--- src/rtl/fft_magnitude_sequencer_if.sv ---
// Bundle of the sequencer's control, FFT-RAM read, magnitude-unit and spectrum-RAM write
// signals. The master modport is the sequencer; the slave modport is its surroundings
// (frame source, RAMs and the magnitude approximator).
interface fft_magnitude_sequencer_if #(
  parameter int unsigned DATA_WIDTH = 24,
  parameter int unsigned ADDR_WIDTH = 10
);
  // Control
  logic                    i_start;
  logic                    i_half_spectrum;
  logic                    i_pause;
  logic                    o_busy;
  logic                    o_done;
  // FFT result RAM read port
  logic                    o_fft_rd_en;
  logic [ADDR_WIDTH-1:0]   o_fft_rd_addr;
  logic [2*DATA_WIDTH-1:0] i_fft_rd_data;
  // Magnitude approximator
  logic                    o_mag_start;
  logic [2*DATA_WIDTH-1:0] o_mag_complex;
  logic [DATA_WIDTH-1:0]   i_mag_magnitude;
  logic                    i_mag_valid;
  // Spectrum RAM write port
  logic                    o_spec_wr_en;
  logic [ADDR_WIDTH-1:0]   o_spec_wr_addr;
  logic [DATA_WIDTH-1:0]   o_spec_wr_data;
  // Peak report
  logic [ADDR_WIDTH-1:0]   o_peak_bin;
  logic [DATA_WIDTH-1:0]   o_peak_mag;

  modport master (
    input  i_start, i_half_spectrum, i_pause, i_fft_rd_data, i_mag_magnitude, i_mag_valid,
    output o_busy, o_done, o_fft_rd_en, o_fft_rd_addr, o_mag_start, o_mag_complex,
           o_spec_wr_en, o_spec_wr_addr, o_spec_wr_data, o_peak_bin, o_peak_mag
  );

  modport slave (
    output i_start, i_half_spectrum, i_pause, i_fft_rd_data, i_mag_magnitude, i_mag_valid,
    input  o_busy, o_done, o_fft_rd_en, o_fft_rd_addr, o_mag_start, o_mag_complex,
           o_spec_wr_en, o_spec_wr_addr, o_spec_wr_data, o_peak_bin, o_peak_mag
  );
endinterface

--- src/rtl/fft_magnitude_sequencer.sv ---
// Walks a finished FFT frame through the magnitude approximator: issues bin reads,
// forwards the RAM data as the magnitude operand, writes returned magnitudes to the
// spectrum RAM and keeps the running peak. Completion is counted in returned results,
// so the unit's latency never has to be known here.
module fft_magnitude_sequencer #(
  parameter int unsigned DATA_WIDTH  = 24,
  parameter int unsigned N_POINTS    = 1024,
  parameter int unsigned ADDR_WIDTH  = 10,
  parameter int unsigned MAG_LATENCY = 3
) (
  input logic                       clk,
  input logic                       reset,
  fft_magnitude_sequencer_if.master bus
);

  // One extra bit so a full-length bin count of N_POINTS fits.
  localparam int unsigned CntW = ADDR_WIDTH + 1;
  typedef logic [CntW-1:0] cnt_t;
  localparam cnt_t FullCount = cnt_t'(N_POINTS);
  localparam cnt_t HalfCount = cnt_t'(N_POINTS / 2);

  if (N_POINTS < 8 || (1 << ADDR_WIDTH) != N_POINTS || MAG_LATENCY == 0) begin : gen_bad_cfg
    $error("fft_magnitude_sequencer: N_POINTS must be 2**ADDR_WIDTH, >= 8, latency >= 1");
  end

  typedef enum logic [1:0] {StIdle, StRead, StDrain, StDone} state_e;

  state_e                state_q, state_d;
  cnt_t                  count_q, count_d;    // bins in this frame
  cnt_t                  rd_cnt_q, rd_cnt_d;  // next bin to read
  cnt_t                  wr_cnt_q, wr_cnt_d;  // next bin to write back
  logic [ADDR_WIDTH-1:0] peak_bin_q, peak_bin_d;
  logic [DATA_WIDTH-1:0] peak_mag_q, peak_mag_d;
  logic                  mag_start_q;

  logic rd_en;
  logic wr_en;
  logic busy;
  logic done;

  // Sequencing, writeback counting and peak tracking.
  always_comb begin
    state_d    = state_q;
    count_d    = count_q;
    rd_cnt_d   = rd_cnt_q;
    wr_cnt_d   = wr_cnt_q;
    peak_bin_d = peak_bin_q;
    peak_mag_d = peak_mag_q;
    rd_en      = 1'b0;
    wr_en      = 1'b0;
    busy       = 1'b0;
    done       = 1'b0;

    // Results are accepted in every active state; in idle they are stale and dropped.
    if (state_q != StIdle && bus.i_mag_valid) begin
      wr_en    = 1'b1;
      wr_cnt_d = wr_cnt_q + cnt_t'(1);
      // Strict compare so a tie keeps the earlier (lower) bin.
      if (bus.i_mag_magnitude > peak_mag_q) begin
        peak_mag_d = bus.i_mag_magnitude;
        peak_bin_d = wr_cnt_q[ADDR_WIDTH-1:0];
      end
    end

    unique case (state_q)
      StIdle: begin
        if (bus.i_start) begin
          count_d    = bus.i_half_spectrum ? HalfCount : FullCount;
          rd_cnt_d   = '0;
          wr_cnt_d   = '0;
          peak_bin_d = '0;
          peak_mag_d = '0;
          state_d    = StRead;
        end
      end
      StRead: begin
        busy = 1'b1;
        if (!bus.i_pause) begin
          rd_en    = 1'b1;
          rd_cnt_d = rd_cnt_q + cnt_t'(1);
          if (rd_cnt_q == count_q - cnt_t'(1)) begin
            state_d = StDrain;
          end
        end
      end
      StDrain: begin
        busy = 1'b1;
        // Look at the post-write count so done follows the last write directly.
        if (wr_cnt_d == count_q) begin
          state_d = StDone;
        end
      end
      StDone: begin
        done    = 1'b1;
        state_d = StIdle;
      end
      default: state_d = StIdle;
    endcase
  end

  // State registers; reset aborts any frame in progress without a done pulse.
  always_ff @(posedge clk) begin
    if (reset) begin
      state_q     <= StIdle;
      count_q     <= '0;
      rd_cnt_q    <= '0;
      wr_cnt_q    <= '0;
      peak_bin_q  <= '0;
      peak_mag_q  <= '0;
      mag_start_q <= 1'b0;
    end else begin
      state_q     <= state_d;
      count_q     <= count_d;
      rd_cnt_q    <= rd_cnt_d;
      wr_cnt_q    <= wr_cnt_d;
      peak_bin_q  <= peak_bin_d;
      peak_mag_q  <= peak_mag_d;
      mag_start_q <= rd_en;  // RAM data arrives one cycle after the read
    end
  end

  assign bus.o_busy         = busy;
  assign bus.o_done         = done;
  assign bus.o_fft_rd_en    = rd_en;
  assign bus.o_fft_rd_addr  = rd_cnt_q[ADDR_WIDTH-1:0];
  assign bus.o_mag_start    = mag_start_q;
  // Data paths are zeroed when not qualified so idle and reset outputs stay quiet.
  assign bus.o_mag_complex  = mag_start_q ? bus.i_fft_rd_data : '0;
  assign bus.o_spec_wr_en   = wr_en;
  assign bus.o_spec_wr_addr = wr_cnt_q[ADDR_WIDTH-1:0];
  assign bus.o_spec_wr_data = wr_en ? bus.i_mag_magnitude : '0;
  assign bus.o_peak_bin     = peak_bin_q;
  assign bus.o_peak_mag     = peak_mag_q;

endmodule

--- src/flat_wrapper.sv ---
// flat-port wrapper written by rule: the top's interface ports become plain ports
module fft_magnitude_sequencer_flat 
#(
  parameter int unsigned DATA_WIDTH  = 24,
  parameter int unsigned N_POINTS    = 1024,
  parameter int unsigned ADDR_WIDTH  = 10,
  parameter int unsigned MAG_LATENCY = 3
)
  (clk, reset, bus_i_start, bus_i_half_spectrum, bus_i_pause, bus_i_fft_rd_data, bus_i_mag_magnitude, bus_i_mag_valid, bus_o_busy, bus_o_done, bus_o_fft_rd_en, bus_o_fft_rd_addr, bus_o_mag_start, bus_o_mag_complex, bus_o_spec_wr_en, bus_o_spec_wr_addr, bus_o_spec_wr_data, bus_o_peak_bin, bus_o_peak_mag);
  fft_magnitude_sequencer_if #(.DATA_WIDTH(DATA_WIDTH), .ADDR_WIDTH(ADDR_WIDTH)) bus_i ();
  input logic clk;
  input logic reset;
  input wire logic [$bits(bus_i.i_start)-1:0] bus_i_start;
  input wire logic [$bits(bus_i.i_half_spectrum)-1:0] bus_i_half_spectrum;
  input wire logic [$bits(bus_i.i_pause)-1:0] bus_i_pause;
  input wire logic [$bits(bus_i.i_fft_rd_data)-1:0] bus_i_fft_rd_data;
  input wire logic [$bits(bus_i.i_mag_magnitude)-1:0] bus_i_mag_magnitude;
  input wire logic [$bits(bus_i.i_mag_valid)-1:0] bus_i_mag_valid;
  output wire logic [$bits(bus_i.o_busy)-1:0] bus_o_busy;
  output wire logic [$bits(bus_i.o_done)-1:0] bus_o_done;
  output wire logic [$bits(bus_i.o_fft_rd_en)-1:0] bus_o_fft_rd_en;
  output wire logic [$bits(bus_i.o_fft_rd_addr)-1:0] bus_o_fft_rd_addr;
  output wire logic [$bits(bus_i.o_mag_start)-1:0] bus_o_mag_start;
  output wire logic [$bits(bus_i.o_mag_complex)-1:0] bus_o_mag_complex;
  output wire logic [$bits(bus_i.o_spec_wr_en)-1:0] bus_o_spec_wr_en;
  output wire logic [$bits(bus_i.o_spec_wr_addr)-1:0] bus_o_spec_wr_addr;
  output wire logic [$bits(bus_i.o_spec_wr_data)-1:0] bus_o_spec_wr_data;
  output wire logic [$bits(bus_i.o_peak_bin)-1:0] bus_o_peak_bin;
  output wire logic [$bits(bus_i.o_peak_mag)-1:0] bus_o_peak_mag;
  assign bus_i.i_start = bus_i_start;
  assign bus_i.i_half_spectrum = bus_i_half_spectrum;
  assign bus_i.i_pause = bus_i_pause;
  assign bus_i.i_fft_rd_data = bus_i_fft_rd_data;
  assign bus_i.i_mag_magnitude = bus_i_mag_magnitude;
  assign bus_i.i_mag_valid = bus_i_mag_valid;
  assign bus_o_busy = bus_i.o_busy;
  assign bus_o_done = bus_i.o_done;
  assign bus_o_fft_rd_en = bus_i.o_fft_rd_en;
  assign bus_o_fft_rd_addr = bus_i.o_fft_rd_addr;
  assign bus_o_mag_start = bus_i.o_mag_start;
  assign bus_o_mag_complex = bus_i.o_mag_complex;
  assign bus_o_spec_wr_en = bus_i.o_spec_wr_en;
  assign bus_o_spec_wr_addr = bus_i.o_spec_wr_addr;
  assign bus_o_spec_wr_data = bus_i.o_spec_wr_data;
  assign bus_o_peak_bin = bus_i.o_peak_bin;
  assign bus_o_peak_mag = bus_i.o_peak_mag;
  fft_magnitude_sequencer #(.DATA_WIDTH(DATA_WIDTH), .N_POINTS(N_POINTS), .ADDR_WIDTH(ADDR_WIDTH), .MAG_LATENCY(MAG_LATENCY)) u_core (.clk(clk), .reset(reset), .bus(bus_i));
endmodule
--- config.mk ---
export PLATFORM = sky130hd
export DESIGN_NAME = fft_magnitude_sequencer_flat
export DESIGN_NICKNAME = d
export VERILOG_FILES = /design/src/rtl/fft_magnitude_sequencer_if.sv /design/src/rtl/fft_magnitude_sequencer.sv /design/src/flat_wrapper.sv
export SDC_FILE = /design/constraint.sdc
export NUM_CORES = 1
export LEC_CHECK = 0
export ABC_AREA = 1
export CAP_MARGIN = 20
export CORE_MARGIN = 5
export CORE_UTILIZATION = 44
export DETAILED_ROUTE_END_ITERATION = 8
export GPL_ROUTABILITY_DRIVEN = 1
export GPL_TIMING_DRIVEN = 0
export PLACE_DENSITY = 0.84
export SETUP_SLACK_MARGIN = 0.1
export SLEW_MARGIN = 20
export SYNTH_ARGS = -nofsm -noshare
export SYNTH_HDL_FRONTEND = slang
export SYNTH_SLANG_ARGS = --single-unit
--- constraint.sdc ---
create_clock -name clk -period 4.55 [get_ports clk]
set_clock_uncertainty 0.2 [all_clocks]
set_input_delay 0.91 -clock clk [delete_from_list [all_inputs] [get_ports clk]]
set_output_delay 0.91 -clock clk [all_outputs]
set_load 0.01 [all_outputs]
==> reports/summary.txt, run 1 <==
Status = complete, no violations
Clk slew on worst S/H paths = 0.07 ns
Post-Syn Area = 0.00424 mm^2
Antenna violations before repair = 0
Largest family of logic cells by synthesized area = simple AND/OR/NAND/NOR gates
Max-slew headroom = 59.9%
Synth area leader = dfxtp_1
Min-delay worst type = reg -> reg
Max Slew Vio Count = 0
Critical path, cell by cell = clkdlybuf4s50_1, nand2_4, buf_12, clkbuf_1, nor2_1, clkdlybuf4s50_1
Ranking of synthesized cells by area = dfxtp_1 (29%), nand2_1 (13%), inv_1 (11%)
Top cells by count, synth = nand2_1 (151), inv_1 (124), nor2_1 (92)
Netlist cell types = 35
Final Hold Vio Count = 0
Final core utilization = 71.7%
Achievable Freq = 252 MHz
Final ANT Viol Nets = 0
Post-synth EDFFs = 0
Combinational share of power = 50.1%
Clock share of power = 21.9%
CP required = 3.44 ns
DR iter-0 viols = 304
Register area share after synthesis = 28.8%
CTS tree = yes
Vias = 4961
Full die area = 0.0117 mm^2
Max_cap viols = 0
Adder-cell share of the synthesized area = 8.86%
Psw = 0.937 mW
Vias per cell = 4.84
Post-synthesis mux area share = 0%
Resized Gates After CTS = 0
RSZ-0062 raised after global routing = no
Worst Setup End Kind = output port
Startpoint types = primary input
Core Box Area = 0.00933 mm^2
Count leader, synth = nand2_1
Storage cell area = 0.00122 mm^2
Clock sinks = 61
Final setup viols = 0
Mapped Nets = 783
I/O pin cnt = 209
Syn_area_per_cell = 6.28 um^2
First-pass DRT Iterations = 5
Predominant post-synthesis flop cell = dfxtp_1
Final setup TNS = 0 ns
Power Density = 363 mW/mm^2
Part of the cycle the worst path needs = 87.1%
YS warnings = 0
CP most frequent cell = clkdlybuf4s50_1
Drt wl/cell = 14.2 um
Total track usage = 24.4%
Clock root buffer = clkbuf_8
CTS max path bufs = 2
Die height = 108 um
Fill count = 772
Worst Path Arrival = 2.85 ns
Nets = 1001
Post-Syn Instances = 675
R2R Setup Slk = 2.04 ns
Crit Path Class = in -> out
CP Max Fanout = 10
Row cnt = 35
Drt drc = 0
Worst-Margin Slew = 0.599 ns
Top-area cell type share of the netlist area = 28.8%
Int Pwr = 1.49 mW
Max VDD drop = 0.000320 V
FF+latch count, synth = 61
Gr ovfl total = 0
Routed wire length = 14500 um
Starting Density = 45.4%
Post-CTS setup buffer count = 0
Chip Width = 108 um
Static leakage = 3.06 nW
Largest net degree at the start of global routing = 11
Switching share of power = 38.6%
Simple-Gate Fraction of Synth Area = 32.8%
CP max stage delay = 0.65 ns
First-pass GRT wire length = 22900 um
DP HPWL = 11900 um
Total CTS buffers = 9
Synth Area in Compound Gates = 9.92%
H-Tree Depth = 3
Vias in the first global route = 4795
Hold buffer count at cts = 0
RePlAce Congestion = 0.882
Clk_lat worst skew = 0.34 ns
Sequential Power Share = 28.0%
Proportion of layout cells with a drive suffix above 1 = 7.69%
Multi-input gate area = 0.00223 mm^2
Xor/xnor cell area share of the yosys netlist = 1.03%
R2R depth = 12
Port bufs = 207
Fraction of registers with async set or reset after synthesis = 0%
Critical-path top delay cell = clkdlybuf4s50_1
Area Growth Syn to Fin = 57.8%
Hold depth = 2
Antenna Cells = 0
Final Critical Period = 3.96 ns
## critical path: cells and delay by family
family | cells | cell delay, ns
buffers and inverters | 4 | 1.61
and+or+nand+nor | 2 | 0.32
## sequential cells by signal, indices dropped and copies added (netlist names)
signal,count
u_core.bus.o_peak_mag,24
u_core.rd_cnt_q,11
u_core.wr_cnt_q,11
u_core.bus.o_peak_bin,10
u_core.count_q,2
u_core.state_q,2
u_core.bus.o_mag_start,1
## power by group through the flow
| stage | sequential (mW) | clock, mW | combinational [mW] |
|---|---|---|---|
| finish | 0.678 | 0.532 | 1.21 |
| global route | 0.686 | 0.562 | 1.34 |
| CTS | 0.677 | 0.535 | 1.21 |
| detailed placement | 0.688 | 0 | 1.20 |
| global placement | 0.683 | 0 | 1.16 |
| floorplan | 0.702 | 0 | 0.654 |
## final cells by class
cell class                      instances  share of cell area [%]
Multi-Input combinational cell        437                    33.4
Clock buffer                           11                    2.11
Timing Repair Buffer                  207                    31.0
Inverter                              131                    7.36
Clock inverter                          4                    1.09
Tap cell                              129                    2.41
Buffer                                 46                    4.42
Sequential cell                        61                    18.3
## stage by stage
step	setup WS [ns]	std cells	power, mW	area [um^2]	hold slack, ns
6_report	0.588	1026	2.42	6690	0.265
5_1_grt	0.526	1026	2.59	6690	0.289
4_1_cts	0.614	1026	2.42	6690	0.268
3_5_place_dp	0.637	1011	1.89	6470	0.257
3_3_place_gp	0.680	1011	1.85	6470	0.254
2_1_floorplan	1.96	675	1.36	4240	0.237
## per-layer routing
metal,global-route usage [%],vias up,wire length (um)
met5,0,-,0
met2,42.8,178,7460
met3,4.96,35,802
met1,29.0,2256,5860
met4,10.2,0,427
li1,-,2492,-
## cells by family after synthesis
kind of cell	Yosys count
flops	61
fa+ha+maj	30
simple gates	324
compound gates	78
xor+xnor	5
buf+inv	177
## final timing paths
| path | to | from |
|---|---|---|
| setup reg to reg | u_core.bus.o_peak_mag[10]$_SDFF_PP0_ | u_core.bus.o_peak_mag[19]$_SDFF_PP0_ |
| hold reg to reg | u_core.rd_cnt_q[4]$_SDFFE_PP0P_ | u_core.rd_cnt_q[4]$_SDFFE_PP0P_ |
| hold / removal | u_core.rd_cnt_q[4]$_SDFFE_PP0P_ | u_core.rd_cnt_q[4]$_SDFFE_PP0P_ |
| setup / recovery | bus_o_spec_wr_data[22] | bus_i_mag_valid |
## placed cells by master (no fill, tap or decap), types with 14 or more instances in the layout
master / count
inv_1: 124
nand3_1: 52
ha_1: 30
nor2_1: 92
dfxtp_1: 61
nand2_1: 151
buf_4: 20
clkdlybuf4s50_1: 207
clkbuf_1: 14
a21oi_1: 57
Power figures use the tool's default switching activity.
==> run 2, diff against run 1 <==
CORE_MARGIN = 1   (was 5)
==> reports/summary.txt, run 2 (synthesis gave the netlist of run 1 again) <==
RePlAce Congestion = 0.894
Hold depth = 2
Gr ovfl total = 0
Total track usage = 26.5%
Hold buffer count at cts = 0
DP HPWL = 10900 um
Clk_lat worst skew = 0.35 ns
Crit Path Class = in -> out
Area Growth Syn to Fin = 58.2%
H-Tree Depth = 3
Final Critical Period = 3.91 ns
CTS max path bufs = 2
Worst Setup End Kind = output port
Drt drc = 0
Final ANT Viol Nets = 0
Max VDD drop = 0.000324 V
Min-delay worst type = reg -> reg
Part of the cycle the worst path needs = 86.0%
Drt wl/cell = 13.2 um
Switching share of power = 38.4%
Clock share of power = 23.1%
R2R depth = 12
Chip Width = 100 um
I/O pin cnt = 209
Post-Place Worst Slack = 0.648 ns
Placed cell areas = 0.00647 mm^2
Routed wire length = 13500 um
Final Hold Vio Count = 0
Most frequent cells in the layout = clkdlybuf4s50_1 (207), nand2_1 (151), inv_1 (124), nor2_1 (92), dfxtp_1 (61)
Vias in the first global route = 4504
Nets = 1001
Resized Gates After CTS = 0
Clock root buffer = clkbuf_8
Final setup TNS = 0 ns
WHS Endpoint = u_core.rd_cnt_q[4]$_SDFFE_PP0P_
Port bufs = 207
Sequential Power Share = 27.7%
Largest net degree at the start of global routing = 12
Antenna violations before repair = 0
Row cnt = 35
Min-delay src = u_core.rd_cnt_q[4]$_SDFFE_PP0P_
Max-slew headroom = 60.6%
Max Slew Vio Count = 0
Power Density = 364 mW/mm^2
Achievable Freq = 256 MHz
R2R Setup Slk = 2.02 ns
Static leakage = 3.06 nW
Psw = 0.937 mW
Max reg flops = 24
Clock sinks = 61
First-pass DRT Iterations = 5
Die height = 100 um
CP Max Fanout = 10
Startpoint types = primary input
Fill count = 760
Reg2Reg Launch Point = u_core.bus.o_peak_mag[19]$_SDFF_PP0_
Worst-Margin Slew = 0.588 ns
Worst Path Arrival = 2.80 ns
CP required = 3.44 ns
Proportion of layout cells with a drive suffix above 1 = 7.91%
Vias = 4888
RR Endpoint = u_core.bus.o_peak_bin[9]$_SDFF_PP0_
Combinational share of power = 49.2%
Post-CTS setup buffer count = 0
Vias per cell = 4.76
CTS tree = yes
RSZ-0062 raised after global routing = no
First-pass GRT wire length = 21100 um
Clk slew on worst S/H paths = 0.07 ns
Int Pwr = 1.51 mW
Final setup viols = 0
Starting Density = 45.6%
DR iter-0 viols = 192
Final instance area = 0.00671 mm^2
Full die area = 0.0100 mm^2
Commonest non-fill, non-tap cell in the layout = clkdlybuf4s50_1
Status = complete, no violations
Antenna Cells = 0
Total CTS buffers = 9
Post-route setup slack = 0.638 ns
Max_cap viols = 0
Final core utilization = 72.2%
Core Box Area = 0.00928 mm^2
-- run 2: cell count changes in the layout (fill, tap and decap cells not counted), sizes merged --
cell      previous run  this run
clkinvlp             1         3
clkinv               2         1
-- run 2: per-stage QoR --
| step | hold WS, ns | total power [mW] | instances |
|---|---|---|---|
| floorplan | 0.237 | 1.36 | 675 |
| global placement | 0.254 | 1.84 | 1011 |
| detailed placement | 0.264 | 1.88 | 1011 |
| CTS | 0.276 | 2.44 | 1027 |
| global route | 0.307 | 2.60 | 1027 |
| finish | 0.272 | 2.44 | 1027 |
-- run 2: area by class of cell --
class | count | area [um^2] | share of cell area [%]
multi-input cells | 437 | 2230 | 33.3
repair buffers | 207 | 2070 | 30.9
flip-flops and latches | 61 | 1220 | 18.2
inverters | 131 | 492 | 7.33
plain buffers | 46 | 295 | 4.40
well taps | 129 | 161 | 2.41
clock buffers | 11 | 151 | 2.26
clock inverters | 5 | 82.6 | 1.23
-- run 2: power by group through the flow --
stage	logic [mW]	clock network, mW	registers (mW)
6_report	1.20	0.563	0.677
5_1_grt	1.32	0.592	0.685
4_1_cts	1.20	0.568	0.675
3_5_place_dp	1.19	0	0.686
3_3_place_gp	1.16	0	0.683
2_1_floorplan	0.654	0	0.702
-- run 2: metal layers --
layer	global-route usage, %	share of wire [%]	vias to the layer above
met5	0	0	-
met4	8.36	1.9	0
met3	4.94	5.2	20
met2	45.2	50	161
met1	33.8	43	2210
li1	-	-	2497
-- run 2: worst max-delay path, cell delays in order --
cell and delay, ns:
clkdlybuf4s50_1 0.62, nand2_4 0.11, buf_12 0.16, clkbuf_1 0.23, nor2_1 0.20, clkdlybuf4s50_1 0.56
-- run 2: worst max-delay path by stage --
stage | cells past startpoint | slack [ns] | from | endpoint
3_5_place_dp | 6 | 0.65 | bus_i_mag_valid | bus_o_spec_wr_data[6]
5_1_grt | 6 | 0.59 | bus_i_mag_valid | bus_o_spec_wr_data[21]
3_3_place_gp | 6 | 0.66 | bus_i_mag_valid | bus_o_spec_wr_data[6]
4_1_cts | 6 | 0.66 | bus_i_mag_valid | bus_o_spec_wr_data[6]
2_1_floorplan | 4 | 1.96 | bus_i_mag_valid | bus_o_spec_wr_data[10]
6_report | 6 | 0.64 | bus_i_mag_valid | bus_o_spec_wr_data[6]
